==> config.mk <==
export PLATFORM = sky130hd
export DESIGN_NAME = piso_serializer
export DESIGN_NICKNAME = d
export VERILOG_FILES = /design/src/rtl/piso_serializer.sv
export SDC_FILE = /design/constraint.sdc
export NUM_CORES = 1
export LEC_CHECK = 0
export ABC_AREA = 1
export BUFFER_PORTS_ARGS = -buffer_cell sky130_fd_sc_hd__buf_2
export CORE_UTILIZATION = 45
export CTS_CLUSTER_DIAMETER = 200
export DETAILED_ROUTE_END_ITERATION = 16
export GPL_TIMING_DRIVEN = 0
export PLACE_DENSITY = 0.73
export SLEW_MARGIN = 15
export SYNTH_ARGS = -nofsm -noshare
export SYNTH_HDL_FRONTEND = slang
export SYNTH_SLANG_ARGS = --single-unit
export TNS_END_PERCENT = 10
==> constraint.sdc <==
create_clock -name clk -period 1.25 [get_ports clk]
set_clock_uncertainty 0.15 [all_clocks]
set_input_delay 0.25 -clock clk [delete_from_list [all_inputs] [get_ports clk]]
set_output_delay 0.25 -clock clk [all_outputs]
set_load 0.01 [all_outputs]
==> src/rtl/piso_serializer.sv <==
// piso_serializer: valid/ready parallel-in serial-out shifter; define PISO_PARITY_EN to append an even-parity bit
module piso_serializer #(
  parameter int WIDTH     = 6,
  parameter bit MSB_FIRST = 1'b1
) (
  input  logic             clk,
  input  logic             clear,
  input  logic [WIDTH-1:0] din,
  input  logic             in_valid,
  output logic             in_ready,
  output logic             sout,
  output logic             sout_valid,
  output logic             sout_last,
  input  logic             out_ready,
  output logic             busy
);
`ifdef PISO_PARITY_EN
  localparam int FRAME_LEN = WIDTH + 1;
`else
  localparam int FRAME_LEN = WIDTH;
`endif
  localparam int CW = $clog2(FRAME_LEN + 1);
  typedef enum logic [1:0] {
    IDLE,
`ifdef PISO_PARITY_EN
    PARITY,
`endif
    SHIFT
  } state_t;
  state_t           state;
  logic [WIDTH-1:0] sr;
  logic [CW-1:0]    cnt;
  logic             load, adv, data_bit;
`ifdef PISO_PARITY_EN
  logic             par;
`endif
  assign sout_valid = state != IDLE;
  assign busy       = sout_valid;
  assign sout_last  = sout_valid && cnt == '0;
  assign in_ready   = state == IDLE || (sout_valid && sout_last && out_ready);
  assign load       = in_valid && in_ready;
  assign adv        = sout_valid && out_ready;
  assign data_bit   = MSB_FIRST ? sr[WIDTH-1] : sr[0];
`ifdef PISO_PARITY_EN
  assign sout = state == PARITY ? par : (state == SHIFT && data_bit);
`else
  assign sout = sout_valid && data_bit;
`endif
  // load takes priority so a new word can follow the last bit with no gap; otherwise shift on each consumed bit
  always_ff @(posedge clk or posedge clear) begin
    if (clear) begin
      state <= IDLE;
      sr    <= '0;
      cnt   <= '0;
`ifdef PISO_PARITY_EN
      par   <= 1'b0;
`endif
    end else if (load) begin
      state <= SHIFT;
      sr    <= din;
      cnt   <= CW'(FRAME_LEN - 1);
`ifdef PISO_PARITY_EN
      par   <= ^din;
`endif
    end else if (adv) begin
      sr <= MSB_FIRST ? sr << 1 : sr >> 1;
      if (cnt == '0) state <= IDLE;
      else cnt <= cnt - CW'(1);
`ifdef PISO_PARITY_EN
      if (state == SHIFT && cnt == CW'(1)) state <= PARITY;
`endif
    end
  end
endmodule

# [Word level (Yosys, flattened, before mapping)]
# Cells that the tools add are included.
[totals] out_inout_bits=5 ff_bits=11 inputBits=10 elab_cells=27
[classes] add_sub_neg=1 n_mux=8 n_eq_ne=1 n_reduce_logical=14
[ops] op="6-bit two-way mux" count=2
[ops] op="3-bit two-way mux" count=3
[ops] op="1-bit logical AND" count=6
[ops] op="2-bit two-way mux" count=3
[ops] op="2-bit nonzero test" count=3
[ops] op="2-bit AND reduction" count=2
[ops] op="3-bit zero test" count=1
[ops] op="3-bit by 1-bit subtractor with 3-bit output (second input constant)" count=1
[ops] op="2-bit zero test" count=1
[ops] op="2-bit != test (second input constant)" count=1
[ops] op="1-bit logical OR" count=1

# [Logic depth before layout (Yosys ltp)]
# Gate-level depths: netlist of the first run.
[logic_depth] word_depth=8 ltp_mapped=8

# [Worst setup path after synthesis of the first run]
# Ideal clock, no wire load.
[synth_path] path_type="register to register" startpoint="register cnt[0]" endpoint="register cnt[2]" stages_incl_launch_ff=9 t_arrival_ns=1.093 setup_ns=0.118 path_buffers=0 setup_slack_ns=-0.111 synth_period_minus_slack_ns=1.361 path_cell_list="dfrtp_1 inv_1 ha_1 nand3_1 nand2_2 nand2_2 nand2_1 nand2_2 o21ai_2"
[synth_between] elab_chain_len=8
[synth_lines] item="start, declared" line_no="32" source="logic [CW-1:0] cnt;"
[synth_lines] item="start signal, assigned" line_no="61" source="cnt <= CW'(FRAME_LEN - 1);"
[synth_lines] item="start signal, assigned" line_no="68" source="else cnt <= cnt - CW'(1);"
[synth_lines] item="3-bit zero test (*)" line_no="39" source="assign sout_last = sout_valid && cnt == '0;"
[synth_lines] item="1-bit logical AND (*)" line_no="39"
[synth_lines] item="1-bit logical AND (*) (2 in a row)" line_no="40" source="assign in_ready = state == IDLE || (sout_valid && sout_last && out_ready);"
[synth_lines] item="1-bit logical OR (*)" line_no="40"
[synth_lines] item="net in_ready" line_no="10" source="output logic in_ready,"
[synth_lines] item="1-bit logical AND (*)" line_no="41" source="assign load = in_valid && in_ready;"
[synth_lines] item="2-bit != test (no source line) or 2-bit nonzero test (tied branches)"
[synth_lines] item="2-bit AND reduction (no source line)"
# Mark *: on every way through the listed nets, which the timed path passes. The rest lies on a longest branch. The select of a mux whose other input is x is not followed.
# A chain may end at the register's enable or synchronous reset.

# [Final worst setup path of the first run]
[layout_path] startpoint="register cnt[0]" endpoint="output in_ready"
[layout_between] elab_chain_len=5
[layout_lines] item="3-bit zero test" line_no="39"
[layout_lines] item="1-bit logical AND" line_no="39"
[layout_lines] item="1-bit logical AND (2 in a row)" line_no="40"
[layout_lines] item="1-bit logical OR" line_no="40"
[layout_lines] item="end, declared" line_no="10"
# Every way passes these cells.

==> results of run 1 <==
## synth_stat cells
library cell and number:
buf_4 1, buf_6 1, dfrtp_1 10, ha_1 2, inv_1 16, inv_2 1
inv_6 1, nand2_1 21, nand2_2 5, nand3_1 13, nor2_1 1, nor2_2 1
nor2_8 1, o21ai_0 1, o21ai_2 1, o21ai_4 1, o22ai_1 1, xnor2_1 1
## stage by stage
stage                     cell area (sq um)  utilization (%)  setup WS [ns]  hold slack [ns]
after floorplan                       655.6                -       -0.01927         -0.05989
after global placement                738.2            62.24        -0.1191           0.1018
after detailed placement              738.2            62.24        -0.1263          0.09520
after CTS                             837.1            70.57        -0.3131          0.07287
after global routing                  837.1            70.57        -0.3554           0.1083
final                                 837.1            70.57        -0.3132          0.07277
## area by class of cell
type                       instances  area (sq um)  area share, %
buffer                             2         22.52          2.691
clock buffer                       4         26.28          3.139
sequential                        10         251.5          30.04
timing repair buffer              18         121.4          14.50
multi-input combinational         49         325.3          38.86
tap                               14         17.52          2.093
inverter                          18         72.57          8.670
## per-layer routing
metal	vias to the layer above	wire (microns)
met5	-	0
met4	0	25
met3	4	44
met2	14	627
met1	260	572
li1	282	-
## cells by family after synthesis
| family | count (synthesis) |
|---|---|
| simple gates | 42 |
| buf+inv | 20 |
| flops | 10 |
| compound gates | 4 |
| fa+ha+maj | 2 |
| xor+xnor | 1 |
## state kept, by name, indices dropped and copies added (netlist names)
| register | flops |
|---|---|
| sr | 6 |
| cnt | 3 |
| state | 1 |
## where the power goes
part / switching [mW] / internal [mW] / total [mW]
registers: 0.0939 / 0.458 / 0.552
logic: 0.553 / 0.488 / 1.04
clock network: 0.127 / 0.124 / 0.251
total: 0.774 / 1.07 / 1.84
## worst max-delay path: stages, from the launching register on
cell,delay [ns]
dfrtp_1,0.39
inv_2,0.08
ha_4,0.16
nand3_4,0.08
nand2_4,0.09
buf_6,0.10
## worst min path at each step
stage               startpoint  cells past startpoint  slack, ns     end
finish                  din[0]                      3       0.07   sr[0]
global route            din[0]                      3       0.11   sr[0]
CTS                     din[0]                      3       0.07   sr[0]
detailed placement       clear                      2        0.1  cnt[1]
global placement         clear                      2       0.10  cnt[0]
floorplan                clear                      1      -0.06  cnt[0]
## what timing repair did
item / in CTS / in global routing
endpoints found under the hold margin: 10 / 0
pin swaps: 5 / 0
buffers inserted: 4 / 0
setup endpoints to repair: 13 / 15
hold buffers: 1 / 0
resized for setup: 7 / 0
==> impl_metrics.tcl, run 1 <==
set metrics [dict create \
    synth_fa_ha_area_share_pct 4.057 \
    wl_per_cell_microns 11.03 \
    cp-end-kind "primary output" \
    power_mw 1.843 \
    synth_top_family_by_area "simple AND/OR/NAND/NOR gates" \
    rrSetupSlack_ns -0.20 \
    core_region_area_sq_um 1186 \
    rsz0062_at_grt "true" \
    htree_levels 1 \
    overflow 0 \
    ant_nets 0 \
    top_usage_layer "met2" \
    cap_violations 0 \
    rows 12 \
    clk_pin_slew_ns 0.06 \
    fmax_mhz 639.7 \
    crit_path_end "in_ready" \
    drive_gt1_share_pct 39.60 \
    r2r.worst_path.cells 9 \
    finalSetupViolCount 15 \
    area_growth_pct 35.70 \
    finalWeightedCongestion 0.6972 \
    io_pins 15 \
    num_vias 560 \
    startpoint_type "flop" \
    failed_checks "negative setup slack" \
    initial_core_util_pct 52.00 \
    grt_pass1_vias 535 \
    setup_slack_ns -0.3132 \
    reg2reg_to "sr[3]" \
    post-place-cells 106 \
    cts_tree "built" \
    grt_max_degree 11 \
    avgViaCountPerCell 4.870 \
    dieArea_sq_um 1523 \
    synth_fp_nets 91 \
    crit_fanout 2 \
    finalHoldViolCount 0 \
    worst_pin_slew_ns 0.3885 \
    power.leakage_nw 0.4745 \
    yosys.area_share.simple_pct 33.27 \
    grt_use_total_pct 22.65 \
    wirelength_mm 1.269 \
    grt_pass1_wl_mm 2.221 \
    slew_headroom_pct 74.07 \
    peakVddDrop_mv 1.216 \
    synth-compound-area-share_pct 5.882 \
    io_buffers 13 \
    ys_warn_count 0 \
    grtUsageMet1_pct 26.69 \
    clock_sinks 10 \
    synth.mux.area_fraction_pct 0 \
    use_met2_pct 35.83 \
    clock_latency_ns 0.28 \
    dieHeight_microns 39.03 \
    synth_area_sq_um 616.8 \
    cts.path.max_buffers 2 \
    dpl.hpwl_microns 851.4 \
    synth.top_cell.area_share_pct 40.57 \
    antenna_found_initial 0 \
    synth-xor-area-share_pct 1.420 \
    final_cells 115 \
    min_path_type "in2reg" \
    cp.arrival_ns 1.16 \
    cts-root-buf "clkbuf_4" \
    synth.avg_cell_area_sq_um 7.808 \
    power_density_nw_per_um2 2202 \
    synth-seq-cells 10 \
    cts_buffers 3 \
    final_common_cell "nand2_1" \
    fin_nets 114 \
    drt_iter0_drc 7 \
    ys_seq_area_share_pct 40.57 \
    synth_top_area_cell "dfrtp_1" \
    postSynthCellCount 79 \
    crit_type "reg2out" \
    layout_min_cycle_time_ns 1.563 \
    dr.pass1.iters 3 \
    fin_setup_tns_ns -2.452 \
    min_period_over_period_pct 125.1 \
    crit_path_start "cnt[0]" \
    outcome "finished with violations" \
    nFillCells 99 \
    use_met3_pct 5.202 \
    critPathRequiredTime_ns 0.85 \
    n_antenna_cell 0 \
    r2r_start "cnt[0]" \
    drc 0 \
    synth_cell_type_count 18 \
    layout_common_cells "nand2_1 (20), inv_1 (14), nand3_1 (12)" \
    slew_viol_final 0 \
    dieWidth_microns 39.03 \
    synth_area_leaders "dfrtp_1 (41%), nand2_1 (13%), nand3_1 (11%)" \
]
Note: power is estimated with default switching activity, not from simulation.
==> run 2, diff against run 1 <==
==> constraint.sdc (replaced) <==
create_clock -name clk -period 1.3 [get_ports clk]
set_clock_uncertainty 0.15 [all_clocks]
set_input_delay 0.26 -clock clk [delete_from_list [all_inputs] [get_ports clk]]
set_output_delay 0.26 -clock clk [all_outputs]
set_load 0.01 [all_outputs]
==> run 2 against run 1 <==
Compared with the run above:
- critical path depth unchanged
- non-clock buffer count stayed put
- die area stayed put
- count of clock-buffer cells in the layout is 1 lower
- cell area is 0.60% higher
- the flow still finishes with violations (negative setup slack)
- largest power group unchanged
- core utilization increased by 0.42 points
- largest cell class unchanged
- critical endpoint unchanged
- sequential power shrank 5.6%
- power fell by 3.6%
- clock power down 18%
- via count shrank 6.4%
==> impl_metrics.tcl, run 2 (synthesized netlist as in run 1, its figures left out) <==
set metrics [dict create \
    crit_fanout 2 \
    layout_min_cycle_time_ns 1.552 \
    core_region_area_sq_um 1186 \
    cp.arrival_ns 1.14 \
    clock_latency_ns 0.26 \
    fin_util_pct 70.99 \
    grt_pass1_vias 484 \
    clock_sinks 10 \
    grt_max_degree 11 \
    grt_pass1_wl_mm 2.070 \
    cts-root-buf "clkbuf_4" \
    crit_path_start "cnt[0]" \
    worst_path_dominant_cell_family "flip-flops" \
    antenna_found_initial 0 \
    reg2reg_to "cnt[2]" \
    io_buffers 13 \
    reg_top3 "sr (6), cnt (3), state (1)" \
    n_antenna_cell 0 \
    r2r.worst_path.cells 9 \
    startpoint_type "flop" \
    drive_gt1_share_pct 41.00 \
    final_common_cell "nand2_1" \
    max_stage_delay_ns 0.38 \
    min_path_type "in2reg" \
    largest_reg_flops 6 \
    worst-path-stages 5 \
    ant_nets 0 \
    crit_chain "inv_2 > ha_4 > nand3_4 > nand2_4 > buf_6" \
    cap_violations 0 \
    path_buf_inv 2 \
    setup_slack_ns -0.2515 \
    power.leakage_nw 0.4667 \
    area_growth_pct 36.51 \
    grt_use_total_pct 20.65 \
    regMostFlops "sr" \
    num_vias 524 \
    slew_viol_final 0 \
    fin_nets 114 \
    r2r_start "cnt[0]" \
    wl_per_cell_microns 10.28 \
    rrSetupSlack_ns -0.10 \
    dieWidth_microns 39.03 \
    critPathRequiredTime_ns 0.89 \
    slew_headroom_pct 74.05 \
    overflow 0 \
    finalSetupViolCount 14 \
    clk_pin_slew_ns 0.06 \
    cts.path.max_buffers 2 \
    layout_common_cells "nand2_1 (20), inv_1 (14), nand3_1 (12), buf_2 (12), dfrtp_1 (9)" \
    dieHeight_microns 39.03 \
    crit_type "reg2out" \
    fmax_mhz 644.5 \
    crit_path_end "in_ready" \
    cts_buffers 3 \
    dr.pass1.iters 3 \
    nFillCells 100 \
    cts_tree "built" \
    htree_levels 1 \
    initial_core_util_pct 52.00 \
    fin_setup_tns_ns -1.370 \
    failed_checks "negative setup slack" \
    finalWeightedCongestion 0.7033 \
    drt_iter0_drc 8 \
    dpl.hpwl_microns 821 \
    outcome "finished with violations" \
    drc 0 \
    wirelength_mm 1.172 \
    rsz0062_at_grt "true" \
    avgViaCountPerCell 4.596 \
    cp-end-kind "primary output" \
    power_density_nw_per_um2 2111 \
    peakVddDrop_mv 1.297 \
    min_from "din[0]" \
    worst_pin_slew_ns 0.3889 \
    rows 12 \
    dieArea_sq_um 1523 \
    power_mw 1.778 \
    io_pins 15 \
    min_period_over_period_pct 119.3 \
    finalHoldViolCount 0 \
    cpMaxStageDelayCell "dfrtp_1" \
]
run 2: cell count changes in the layout (fill, tap and decap cells not counted), sizes merged:
| cell | previous run | this run |
|---|---|---|
| clkbuf | 4 | 3 |
run 2: metal layers:
layer | part of all wire [%] | wire (microns) | track usage (%)
met3 | 4.0 | 47 | 5.202
met4 | 1.1 | 13 | 7.759
met5 | 0 | 0 | 0
met1 | 48 | 564 | 26.88
met2 | 47 | 546 | 32.50
run 2: how the worst min path moves through the flow:
stage | to | slack (ns) | cells past startpoint
3_5_place_dp | cnt[0] | 0.11 | 2
6_report | sr[0] | 0.10 | 3
2_1_floorplan | cnt[0] | -0.05 | 1
5_1_grt | sr[0] | 0.11 | 3
3_3_place_gp | cnt[0] | 0.11 | 2
4_1_cts | sr[0] | 0.10 | 3
run 2: through the flow:
stage	hold slack (ns)	worst slack (ns)	instances	instance area, sq um
after floorplan	-0.04982	-0.003407	79	644.4
after global placement	0.1125	-0.1179	106	726.9
after detailed placement	0.1101	-0.1342	106	726.9
after CTS	0.1044	-0.2530	114	829.5
after global routing	0.1141	-0.3130	114	842.1
final	0.1006	-0.2515	114	842.1
run 2: worst min-delay path, stage by stage:
cell	delay [ns]
buf_2	0.08
nand3_1	0.07
o21ai_0	0.07
run 2: power breakdown:
part / leakage (nW) / switching [mW] / internal, mW
sequential: 0.124 / 0.0803 / 0.440
combinational: 0.329 / 0.562 / 0.487
clock: 0.0138 / 0.101 / 0.107
total: 0.467 / 0.743 / 1.03
run 2: cell type report:
type                    count  area [sq um]  share of cell area, %
multi-input cells          49         340.3                  40.42
flip-flops and latches     10         251.5                  29.87
repair buffers             18         118.9                  14.12
inverters                  18         72.57                  8.618
clock buffers               3         22.52                  2.675
plain buffers               2         18.77                  2.229
well taps                  14         17.52                  2.080
run 2: timing repair:
item,CTS,global route
setup buffers,4,0
hold endpoints to repair,10,0
gates resized for setup,8,2
hold buffers,1,0
setup endpoints to repair,13,15
pin swaps,2,1
